[src/rtl/stack_arbiter_ctrl_pkg.sv]
// Shared definitions for the stack arbiter controller: FSM states, op codes
// and default sizing of the hardware stack.
package stack_ctrl_pkg;

   typedef enum logic [2:0] {
      FLUSH_POP  = 3'd0,
      FLUSH_WAIT = 3'd1,
      IDLE       = 3'd2,
      ISSUE      = 3'd3,
      SETTLE     = 3'd4
   } state_t;

   localparam logic OP_PUSH = 1'b0;
   localparam logic OP_POP  = 1'b1;

   localparam int DEPTH_DEFAULT     = 15;
   localparam int FLUSH_MAX_DEFAULT = 16;

endpackage

[src/rtl/stack_arbiter_ctrl_if.sv]
// Requester-side bundle: two request/response ports sharing one popped-data bus.
interface stack_arbiter_ctrl_if #(
   parameter int DATA_W = 32
);
   logic              req0_valid;
   logic              req0_pop;
   logic [DATA_W-1:0] req0_data;
   logic              req0_ready;
   logic              resp0_valid;
   logic              resp0_err;

   logic              req1_valid;
   logic              req1_pop;
   logic [DATA_W-1:0] req1_data;
   logic              req1_ready;
   logic              resp1_valid;
   logic              resp1_err;

   logic [DATA_W-1:0] resp_data;

   modport master (
      output req0_valid, req0_pop, req0_data, req1_valid, req1_pop, req1_data,
      input  req0_ready, resp0_valid, resp0_err, req1_ready, resp1_valid, resp1_err,
      input  resp_data
   );

   modport slave (
      input  req0_valid, req0_pop, req0_data, req1_valid, req1_pop, req1_data,
      output req0_ready, resp0_valid, resp0_err, req1_ready, resp1_valid, resp1_err,
      output resp_data
   );
endinterface

[src/rtl/stack_arbiter_ctrl_rr_arbiter2.sv]
// Two-requester round-robin arbiter. A lone requester always wins; on a tie
// the port that did not win the last transfer is granted.
module rr_arbiter2 (
   input  logic       clk,
   input  logic       rst,
   input  logic [1:0] req,
   input  logic       xfer,
   output logic       grant
);
   logic last_grant_q;
   logic last_grant_d;

   // Grant selection: single requester wins, tie goes away from last winner
   always_comb begin
      grant = 1'b0;
      if (req[0] && req[1]) begin
         grant = ~last_grant_q;
      end else if (req[1]) begin
         grant = 1'b1;
      end else begin
         grant = 1'b0;
      end
   end

   // Remember the winner only when its transfer actually happens
   always_comb begin
      last_grant_d = last_grant_q;
      if (xfer) begin
         last_grant_d = grant;
      end else begin
         last_grant_d = last_grant_q;
      end
   end

   // last_grant starts at 1 so port 0 wins the first tie
   always_ff @(posedge clk or posedge rst) begin
      if (rst) begin
         last_grant_q <= 1'b1;
      end else begin
         last_grant_q <= last_grant_d;
      end
   end
endmodule

[src/rtl/stack_arbiter_ctrl.sv]
// Shares one hardware stack between decode (port 0) and the interrupt unit
// (port 1). Drains the unreset stack after reset, then serves one op every
// three cycles: accept, strobe, respond. Tracks occupancy and sticky errors.
module stack_arbiter_ctrl
   import stack_ctrl_pkg::*;
#(
   parameter int DATA_W    = 32,
   parameter int DEPTH     = DEPTH_DEFAULT,
   parameter int CNT_W     = 4,
   parameter int FLUSH_MAX = FLUSH_MAX_DEFAULT
) (
   input  logic              clk,
   input  logic              rst,
   stack_arbiter_ctrl_if.slave bus,
   output logic              stk_push,
   output logic              stk_pop,
   output logic [DATA_W-1:0] stk_din,
   input  logic [DATA_W-1:0] stk_dout,
   input  logic              stk_is_empty,
   output logic [CNT_W-1:0]  count,
   output logic              busy,
   output logic              err_overflow,
   output logic              err_underflow,
   output logic              err_flush,
   input  logic              err_clr
);
   localparam int               FC_W        = $clog2(FLUSH_MAX + 1);
   localparam logic [CNT_W-1:0] DEPTH_C     = CNT_W'(DEPTH);
   localparam logic [FC_W-1:0]  FLUSH_MAX_C = FC_W'(FLUSH_MAX);
   localparam logic [CNT_W-1:0] CNT_ZERO    = {CNT_W{1'b0}};

   state_t              state_q, state_d;
   logic                port_q, port_d;
   logic                op_q, op_d;
   logic [DATA_W-1:0]   data_q, data_d;
   logic [CNT_W-1:0]    count_q, count_d;
   logic [FC_W-1:0]     flush_cnt_q, flush_cnt_d;
   logic [DATA_W-1:0]   resp_data_q, resp_data_d;
   logic                stk_push_q, stk_push_d;
   logic                stk_pop_q, stk_pop_d;
   logic                resp0_valid_q, resp0_valid_d;
   logic                resp1_valid_q, resp1_valid_d;
   logic                resp0_err_q, resp0_err_d;
   logic                resp1_err_q, resp1_err_d;
   logic                busy_q, busy_d;
   logic                err_ovf_q, err_ovf_d;
   logic                err_udf_q, err_udf_d;
   logic                err_flush_q, err_flush_d;

   logic                grant_s;
   logic                xfer_s;
   logic                ovf_set_s;
   logic                udf_set_s;
   logic                flush_fail_s;

   // Transfer happens in IDLE whenever any port is requesting
   assign xfer_s = (state_q == IDLE) && (bus.req0_valid || bus.req1_valid);

   rr_arbiter2 u_arb (
      .clk   (clk),
      .rst   (rst),
      .req   ({bus.req1_valid, bus.req0_valid}),
      .xfer  (xfer_s),
      .grant (grant_s)
   );

   assign bus.req0_ready  = xfer_s && (grant_s == 1'b0);
   assign bus.req1_ready  = xfer_s && (grant_s == 1'b1);
   assign bus.resp0_valid = resp0_valid_q;
   assign bus.resp1_valid = resp1_valid_q;
   assign bus.resp0_err   = resp0_err_q;
   assign bus.resp1_err   = resp1_err_q;
   assign bus.resp_data   = resp_data_q;
   assign stk_push        = stk_push_q;
   assign stk_pop         = stk_pop_q;
   assign stk_din         = data_q;
   assign count           = count_q;
   assign busy            = busy_q;
   assign err_overflow    = err_ovf_q;
   assign err_underflow   = err_udf_q;
   assign err_flush       = err_flush_q;

   // Next state, datapath updates, and the registered view of the next cycle's outputs
   always_comb begin
      state_d      = state_q;
      port_d       = port_q;
      op_d         = op_q;
      data_d       = data_q;
      count_d      = count_q;
      flush_cnt_d  = flush_cnt_q;
      resp_data_d  = resp_data_q;
      ovf_set_s    = 1'b0;
      udf_set_s    = 1'b0;
      flush_fail_s = 1'b0;

      case (state_q)
         FLUSH_WAIT: begin
            // The empty flag is valid here because the previous pop has settled
            if (stk_is_empty) begin
               state_d = IDLE;
            end else if (flush_cnt_q == FLUSH_MAX_C) begin
               flush_fail_s = 1'b1;
               state_d      = IDLE;
            end else begin
               state_d = FLUSH_POP;
            end
         end
         FLUSH_POP: begin
            flush_cnt_d = flush_cnt_q + FC_W'(1);
            state_d     = FLUSH_WAIT;
         end
         IDLE: begin
            if (xfer_s) begin
               port_d  = grant_s;
               state_d = ISSUE;
               if (grant_s) begin
                  op_d   = bus.req1_pop;
                  data_d = bus.req1_data;
               end else begin
                  op_d   = bus.req0_pop;
                  data_d = bus.req0_data;
               end
            end else begin
               state_d = IDLE;
            end
         end
         ISSUE: begin
            if (op_q == OP_PUSH) begin
               if (count_q < DEPTH_C) begin
                  count_d = count_q + CNT_W'(1);
               end else begin
                  ovf_set_s = 1'b1;
               end
            end else begin
               if (count_q != CNT_ZERO) begin
                  count_d     = count_q - CNT_W'(1);
                  resp_data_d = stk_dout;
               end else begin
                  udf_set_s = 1'b1;
               end
            end
            state_d = SETTLE;
         end
         SETTLE: begin
            state_d = IDLE;
         end
         default: begin
            state_d = FLUSH_WAIT;
         end
      endcase

      // Strobe legality is known at accept time since count only moves in ISSUE
      stk_push_d    = (state_d == ISSUE) && (op_d == OP_PUSH) && (count_q < DEPTH_C);
      stk_pop_d     = (state_d == FLUSH_POP) ||
                      ((state_d == ISSUE) && (op_d == OP_POP) && (count_q != CNT_ZERO));
      resp0_valid_d = (state_d == SETTLE) && (port_q == 1'b0);
      resp1_valid_d = (state_d == SETTLE) && (port_q == 1'b1);
      resp0_err_d   = resp0_valid_d && (ovf_set_s || udf_set_s);
      resp1_err_d   = resp1_valid_d && (ovf_set_s || udf_set_s);
      busy_d        = (state_d != IDLE);

      // Clear beats a same-cycle set; the response still carries the error
      err_ovf_d   = err_clr ? 1'b0 : (err_ovf_q   | ovf_set_s);
      err_udf_d   = err_clr ? 1'b0 : (err_udf_q   | udf_set_s);
      err_flush_d = err_clr ? 1'b0 : (err_flush_q | flush_fail_s);
   end

   // State and output registers; reset lands in FLUSH_WAIT so no strobe fires during reset
   always_ff @(posedge clk or posedge rst) begin
      if (rst) begin
         state_q       <= FLUSH_WAIT;
         port_q        <= 1'b0;
         op_q          <= OP_PUSH;
         data_q        <= {DATA_W{1'b0}};
         count_q       <= CNT_ZERO;
         flush_cnt_q   <= {FC_W{1'b0}};
         resp_data_q   <= {DATA_W{1'b0}};
         stk_push_q    <= 1'b0;
         stk_pop_q     <= 1'b0;
         resp0_valid_q <= 1'b0;
         resp1_valid_q <= 1'b0;
         resp0_err_q   <= 1'b0;
         resp1_err_q   <= 1'b0;
         busy_q        <= 1'b1;
         err_ovf_q     <= 1'b0;
         err_udf_q     <= 1'b0;
         err_flush_q   <= 1'b0;
      end else begin
         state_q       <= state_d;
         port_q        <= port_d;
         op_q          <= op_d;
         data_q        <= data_d;
         count_q       <= count_d;
         flush_cnt_q   <= flush_cnt_d;
         resp_data_q   <= resp_data_d;
         stk_push_q    <= stk_push_d;
         stk_pop_q     <= stk_pop_d;
         resp0_valid_q <= resp0_valid_d;
         resp1_valid_q <= resp1_valid_d;
         resp0_err_q   <= resp0_err_d;
         resp1_err_q   <= resp1_err_d;
         busy_q        <= busy_d;
         err_ovf_q     <= err_ovf_d;
         err_udf_q     <= err_udf_d;
         err_flush_q   <= err_flush_d;
      end
   end
endmodule

[src/flat_wrapper.sv]
// flat-port wrapper written by rule: the top's interface ports become plain ports
module stack_arbiter_ctrl_flat import stack_ctrl_pkg::*;
#(
   parameter int DATA_W    = 32,
   parameter int DEPTH     = DEPTH_DEFAULT,
   parameter int CNT_W     = 4,
   parameter int FLUSH_MAX = FLUSH_MAX_DEFAULT
)
  (clk, rst, stk_push, stk_pop, stk_din, stk_dout, stk_is_empty, count, busy, err_overflow, err_underflow, err_flush, err_clr, bus_req0_valid, bus_req0_pop, bus_req0_data, bus_req1_valid, bus_req1_pop, bus_req1_data, bus_req0_ready, bus_resp0_valid, bus_resp0_err, bus_req1_ready, bus_resp1_valid, bus_resp1_err, bus_resp_data);
  stack_arbiter_ctrl_if #(.DATA_W(DATA_W)) bus_i ();
  input  logic clk;
  input  logic rst;
  output logic stk_push;
  output logic stk_pop;
  output logic [DATA_W-1:0] stk_din;
  input  logic [DATA_W-1:0] stk_dout;
  input  logic stk_is_empty;
  output logic [CNT_W-1:0] count;
  output logic busy;
  output logic err_overflow;
  output logic err_underflow;
  output logic err_flush;
  input  logic err_clr;
  input wire logic [$bits(bus_i.req0_valid)-1:0] bus_req0_valid;
  input wire logic [$bits(bus_i.req0_pop)-1:0] bus_req0_pop;
  input wire logic [$bits(bus_i.req0_data)-1:0] bus_req0_data;
  input wire logic [$bits(bus_i.req1_valid)-1:0] bus_req1_valid;
  input wire logic [$bits(bus_i.req1_pop)-1:0] bus_req1_pop;
  input wire logic [$bits(bus_i.req1_data)-1:0] bus_req1_data;
  output wire logic [$bits(bus_i.req0_ready)-1:0] bus_req0_ready;
  output wire logic [$bits(bus_i.resp0_valid)-1:0] bus_resp0_valid;
  output wire logic [$bits(bus_i.resp0_err)-1:0] bus_resp0_err;
  output wire logic [$bits(bus_i.req1_ready)-1:0] bus_req1_ready;
  output wire logic [$bits(bus_i.resp1_valid)-1:0] bus_resp1_valid;
  output wire logic [$bits(bus_i.resp1_err)-1:0] bus_resp1_err;
  output wire logic [$bits(bus_i.resp_data)-1:0] bus_resp_data;
  assign bus_i.req0_valid = bus_req0_valid;
  assign bus_i.req0_pop = bus_req0_pop;
  assign bus_i.req0_data = bus_req0_data;
  assign bus_i.req1_valid = bus_req1_valid;
  assign bus_i.req1_pop = bus_req1_pop;
  assign bus_i.req1_data = bus_req1_data;
  assign bus_req0_ready = bus_i.req0_ready;
  assign bus_resp0_valid = bus_i.resp0_valid;
  assign bus_resp0_err = bus_i.resp0_err;
  assign bus_req1_ready = bus_i.req1_ready;
  assign bus_resp1_valid = bus_i.resp1_valid;
  assign bus_resp1_err = bus_i.resp1_err;
  assign bus_resp_data = bus_i.resp_data;
  stack_arbiter_ctrl #(.DATA_W(DATA_W), .DEPTH(DEPTH), .CNT_W(CNT_W), .FLUSH_MAX(FLUSH_MAX)) u_core (.clk(clk), .rst(rst), .bus(bus_i), .stk_push(stk_push), .stk_pop(stk_pop), .stk_din(stk_din), .stk_dout(stk_dout), .stk_is_empty(stk_is_empty), .count(count), .busy(busy), .err_overflow(err_overflow), .err_underflow(err_underflow), .err_flush(err_flush), .err_clr(err_clr));
endmodule
[config.mk]
export PLATFORM = sky130hd
export DESIGN_NAME = stack_arbiter_ctrl_flat
export DESIGN_NICKNAME = d
export VERILOG_FILES = /design/src/rtl/stack_arbiter_ctrl_pkg.sv /design/src/rtl/stack_arbiter_ctrl_if.sv /design/src/rtl/stack_arbiter_ctrl_rr_arbiter2.sv /design/src/rtl/stack_arbiter_ctrl.sv /design/src/flat_wrapper.sv
export SDC_FILE = /design/constraint.sdc
export NUM_CORES = 1
export LEC_CHECK = 0
export BUFFER_PORTS_ARGS = -buffer_cell sky130_fd_sc_hd__buf_2
export CORE_ASPECT_RATIO = 0.5
export CORE_MARGIN = 2
export CORE_UTILIZATION = 30
export CTS_BUF_LIST = sky130_fd_sc_hd__clkbuf_4 sky130_fd_sc_hd__clkbuf_8
export DETAILED_ROUTE_END_ITERATION = 8
export PLACE_DENSITY_LB_ADDON = 0.1
export SYNTH_ARGS = -nofsm -noshare
export SYNTH_HDL_FRONTEND = slang
export SYNTH_SLANG_ARGS = --single-unit
[constraint.sdc]
create_clock -name clk -period 2.7 [get_ports clk]
set_input_delay 0.405 -clock clk [delete_from_list [all_inputs] [get_ports clk]]
set_output_delay 0.405 -clock clk [all_outputs]
set_load 0.05 [all_outputs]
==> impl_metrics.yaml <==
final_layout:
  multi_input_area_um2: 1300
  fillers: 1189
  diodes: 0
  fin_util: 0.422
  areaGrowthSynthToFinish_pct: 34.3
  fin_nets: 571
  seqCellArea_um2: 2230
  drive_above_1_share: 0.537
  final_cell_mix: "buf_2, dfrtp_1, inv_1"
  final_common_cell: "buf_2"
clocking:
  post_cts_resized: 0
  cts.reportedPaths.clkPinSlew_ns: 0.09
  cts_setup_buffers: 0
  cts_hold_buffers: 0
  clk_latency_ns: 0.36
  cts_root_buffer: "clkbuf_8"
  cts_sinks: 89
  h-tree-depth: 3
  clock_path_buffers: 2
  cts_tree: "built"
  cts-buffers-inserted: 9
logic_synthesis:
  yosys_warnings: 0
  synth_top_family_by_area: "multiplexers"
  muxShareOfSynthArea: 0.138
  syn_area_per_cell_um2: 13.8
  synth-adder-area-share: 0.0184
  ys_seq_elements: 89
  synth.net_count: 385
  ys_types: 43
  post_synth_and_or_nand_nor_area_fraction: 0.0497
  synthCells: 276
  syn_area_um2: 3800
  yosysSeqAreaShare: 0.587
  synth_compound_area_frac: 0.117
  synth_xor_xnor_area_share: 0.0184
setup_path:
  cp_top_family: "simple AND/OR/NAND/NOR gates"
  end_kind: "output pin"
  path_max_fanout: 10
  critPathMaxStageDelay_ns: 0.47
  cp.required_ns: 2.30
  worstSetupPathType: "flop to output pin"
  critPathSlowestCell: "dfrtp_1"
  crit_chain: "nor3b_2 -> and3_1 -> buf_2"
  arrival_ns: 1.93
  start_kind: "flop"
  cp_num_buf_inv: 1
grt:
  grt_remaining_overflow: 0
  grt_antenna_before_repair: 0
  grt_pass1_wl_um: 14800
  grt_max_degree: 90
  gr-usage-all-layers: 0.139
  grt_pass1_vias: 2848
routing:
  drt_iter0_drc: 215
  via_per_inst: 4.53
  avgRoutedWirePerCell_um: 14.5
  vias: 2865
  drc: 0
  drt-total-wl_um: 9180
  dr.pass1.iters: 5
  final_antenna_net_count: 0
pwr:
  ir_drop_uv: 669
  p_leak_uw: 0.00274
  p_per_area_nw_per_um2: 1450
  power.total_uw: 7410
placement:
  place_congestion: 0.757
  place_hpwl_um: 6490
  io_buffers: 183
run_status:
  status: "finished, final reports clean"
timing:
  rsz0062_at_grt: "no"
  setup_viol: 0
  slew_headroom: 0.538
  hold_violations: 0
  setup_tns_ns: 0
  slew_viol_final: 0
  worstMarginPinSlew_ns: 0.687
  skew_ns: 0.00723
  period_minus_slack_ns: 2.33
  fmax_mhz: 428
  period_share: 0.865
worst_hold_path:
  holdCritPathClass: "input pin to async pin"
flow_run:
  cap_violations: 0
floorplan:
  start_util: 0.314
  die_w_um: 163
  fp.dieH_um: 83.6
  io_pins: 184
  core-area_um2: 12100
  rows: 28
  dieArea_um2: 13600
[cells in the mapped netlist (all sizes together)]
cell type	instances	area (um^2)
fa	1	20.0
a211oi	1	12.5
nor2b	2	12.5
a21oi	5	25.0
xnor2	8	70.1
and4	1	8.76
nor3b	2	20.0
clkbuf	7	26.3
dfrtp	86	2150
inv	41	154
o21ai	3	15.0
mux2i	3	42.5
a32o	1	10.0
nor3	2	10.0
nand4	3	18.8
nand2	7	28.8
nand2b	2	12.5
a22o	1	8.76
nor4	1	6.26
o21a	1	7.51
a222oi	32	320
and3	3	23.8
and2	1	6.26
or4	1	7.51
a31oi	1	6.26
ha	4	50.1
mux2	33	480
o31a	1	8.76
nor2	6	22.5
a21o	4	31.3
buf	8	91.3
dfstp	3	78.8
nand4bb	1	11.3
[sequential cells by signal (all words and copies together) (netlist names), 3 cells and up]
signal	cells
u_core.state_q	3
u_core.flush_cnt_q	5
u_core.bus.resp_data	32
u_core.stk_din	32
u_core.count	4
[per-stage QoR]
step | hold WS (ns) | setup slack (ns) | area (um^2) | std cells
after detailed placement | 0.474 | 0.648 | 4890 | 616
after floorplan | 0.440 | 0.660 | 3800 | 276
after CTS | 0.192 | 0.318 | 5100 | 632
final | 0.153 | 0.365 | 5100 | 632
after global placement | 0.471 | 0.685 | 4890 | 616
after global routing | 0.185 | 0.223 | 5100 | 632
[kinds of logic (layout without fill, tap and decap cells)]
family	count (synthesis)	in the layout
flip-flops	89	89
XOR/XNOR	8	8
adder cells (fa/ha/maj)	5	5
AO/OA/AOI/OAI	50	50
multiplexers	36	36
buffers and inverters	56	247
AND/OR/NAND/NOR	32	32
[path summary, 6_finish.rpt]
check	slack, ns	end	startpoint	depth (start not counted)
worst max-delay path	0.37	bus_req1_ready	u_core.state_q[2]	3
worst min-delay path	0.15	u_core.err_flush	rst	3
worst max register to register	0.63	u_core.bus.resp_data[21]	u_core.state_q[0]	6
worst min register to register	0.49	u_core.flush_cnt_q[4]	u_core.flush_cnt_q[4]	1
max in group asynchronous	2.15	u_core.bus.resp_data[13]	rst	3
min in group clk	0.24	u_core.err_overflow	err_clr	2
[cell type report]
class | count | area share
Sequential cell | 89 | 0.437
Multi-Input combinational cell | 131 | 0.255
Timing Repair Buffer | 190 | 0.195
Tap cell | 165 | 0.0405
Inverter | 41 | 0.0309
Clock buffer | 10 | 0.0257
Clock inverter | 6 | 0.0162
[power by group]
group	leakage (uW)	internal, uW	switching, uW
clock	0.000109	527	470
combinational	0.00153	1290	2770
sequential	0.00110	1960	400
total	0.00274	3770	3640
[layer usage]
metal | GRT usage | part of all wire | vias up
met3 | 0.0527 | 0.093 | 11
met5 | 0 | 0 | -
met4 | 0.0434 | 0.012 | 0
met2 | 0.208 | 0.44 | 129
met1 | 0.186 | 0.45 | 1357
li1 | - | - | 1368
[tightest hold or removal path: cells and delay by family]
kind | cells | cell delay, ns
buffers and inverters | 3 | 0.54
(Power assumes the default switching activity.)
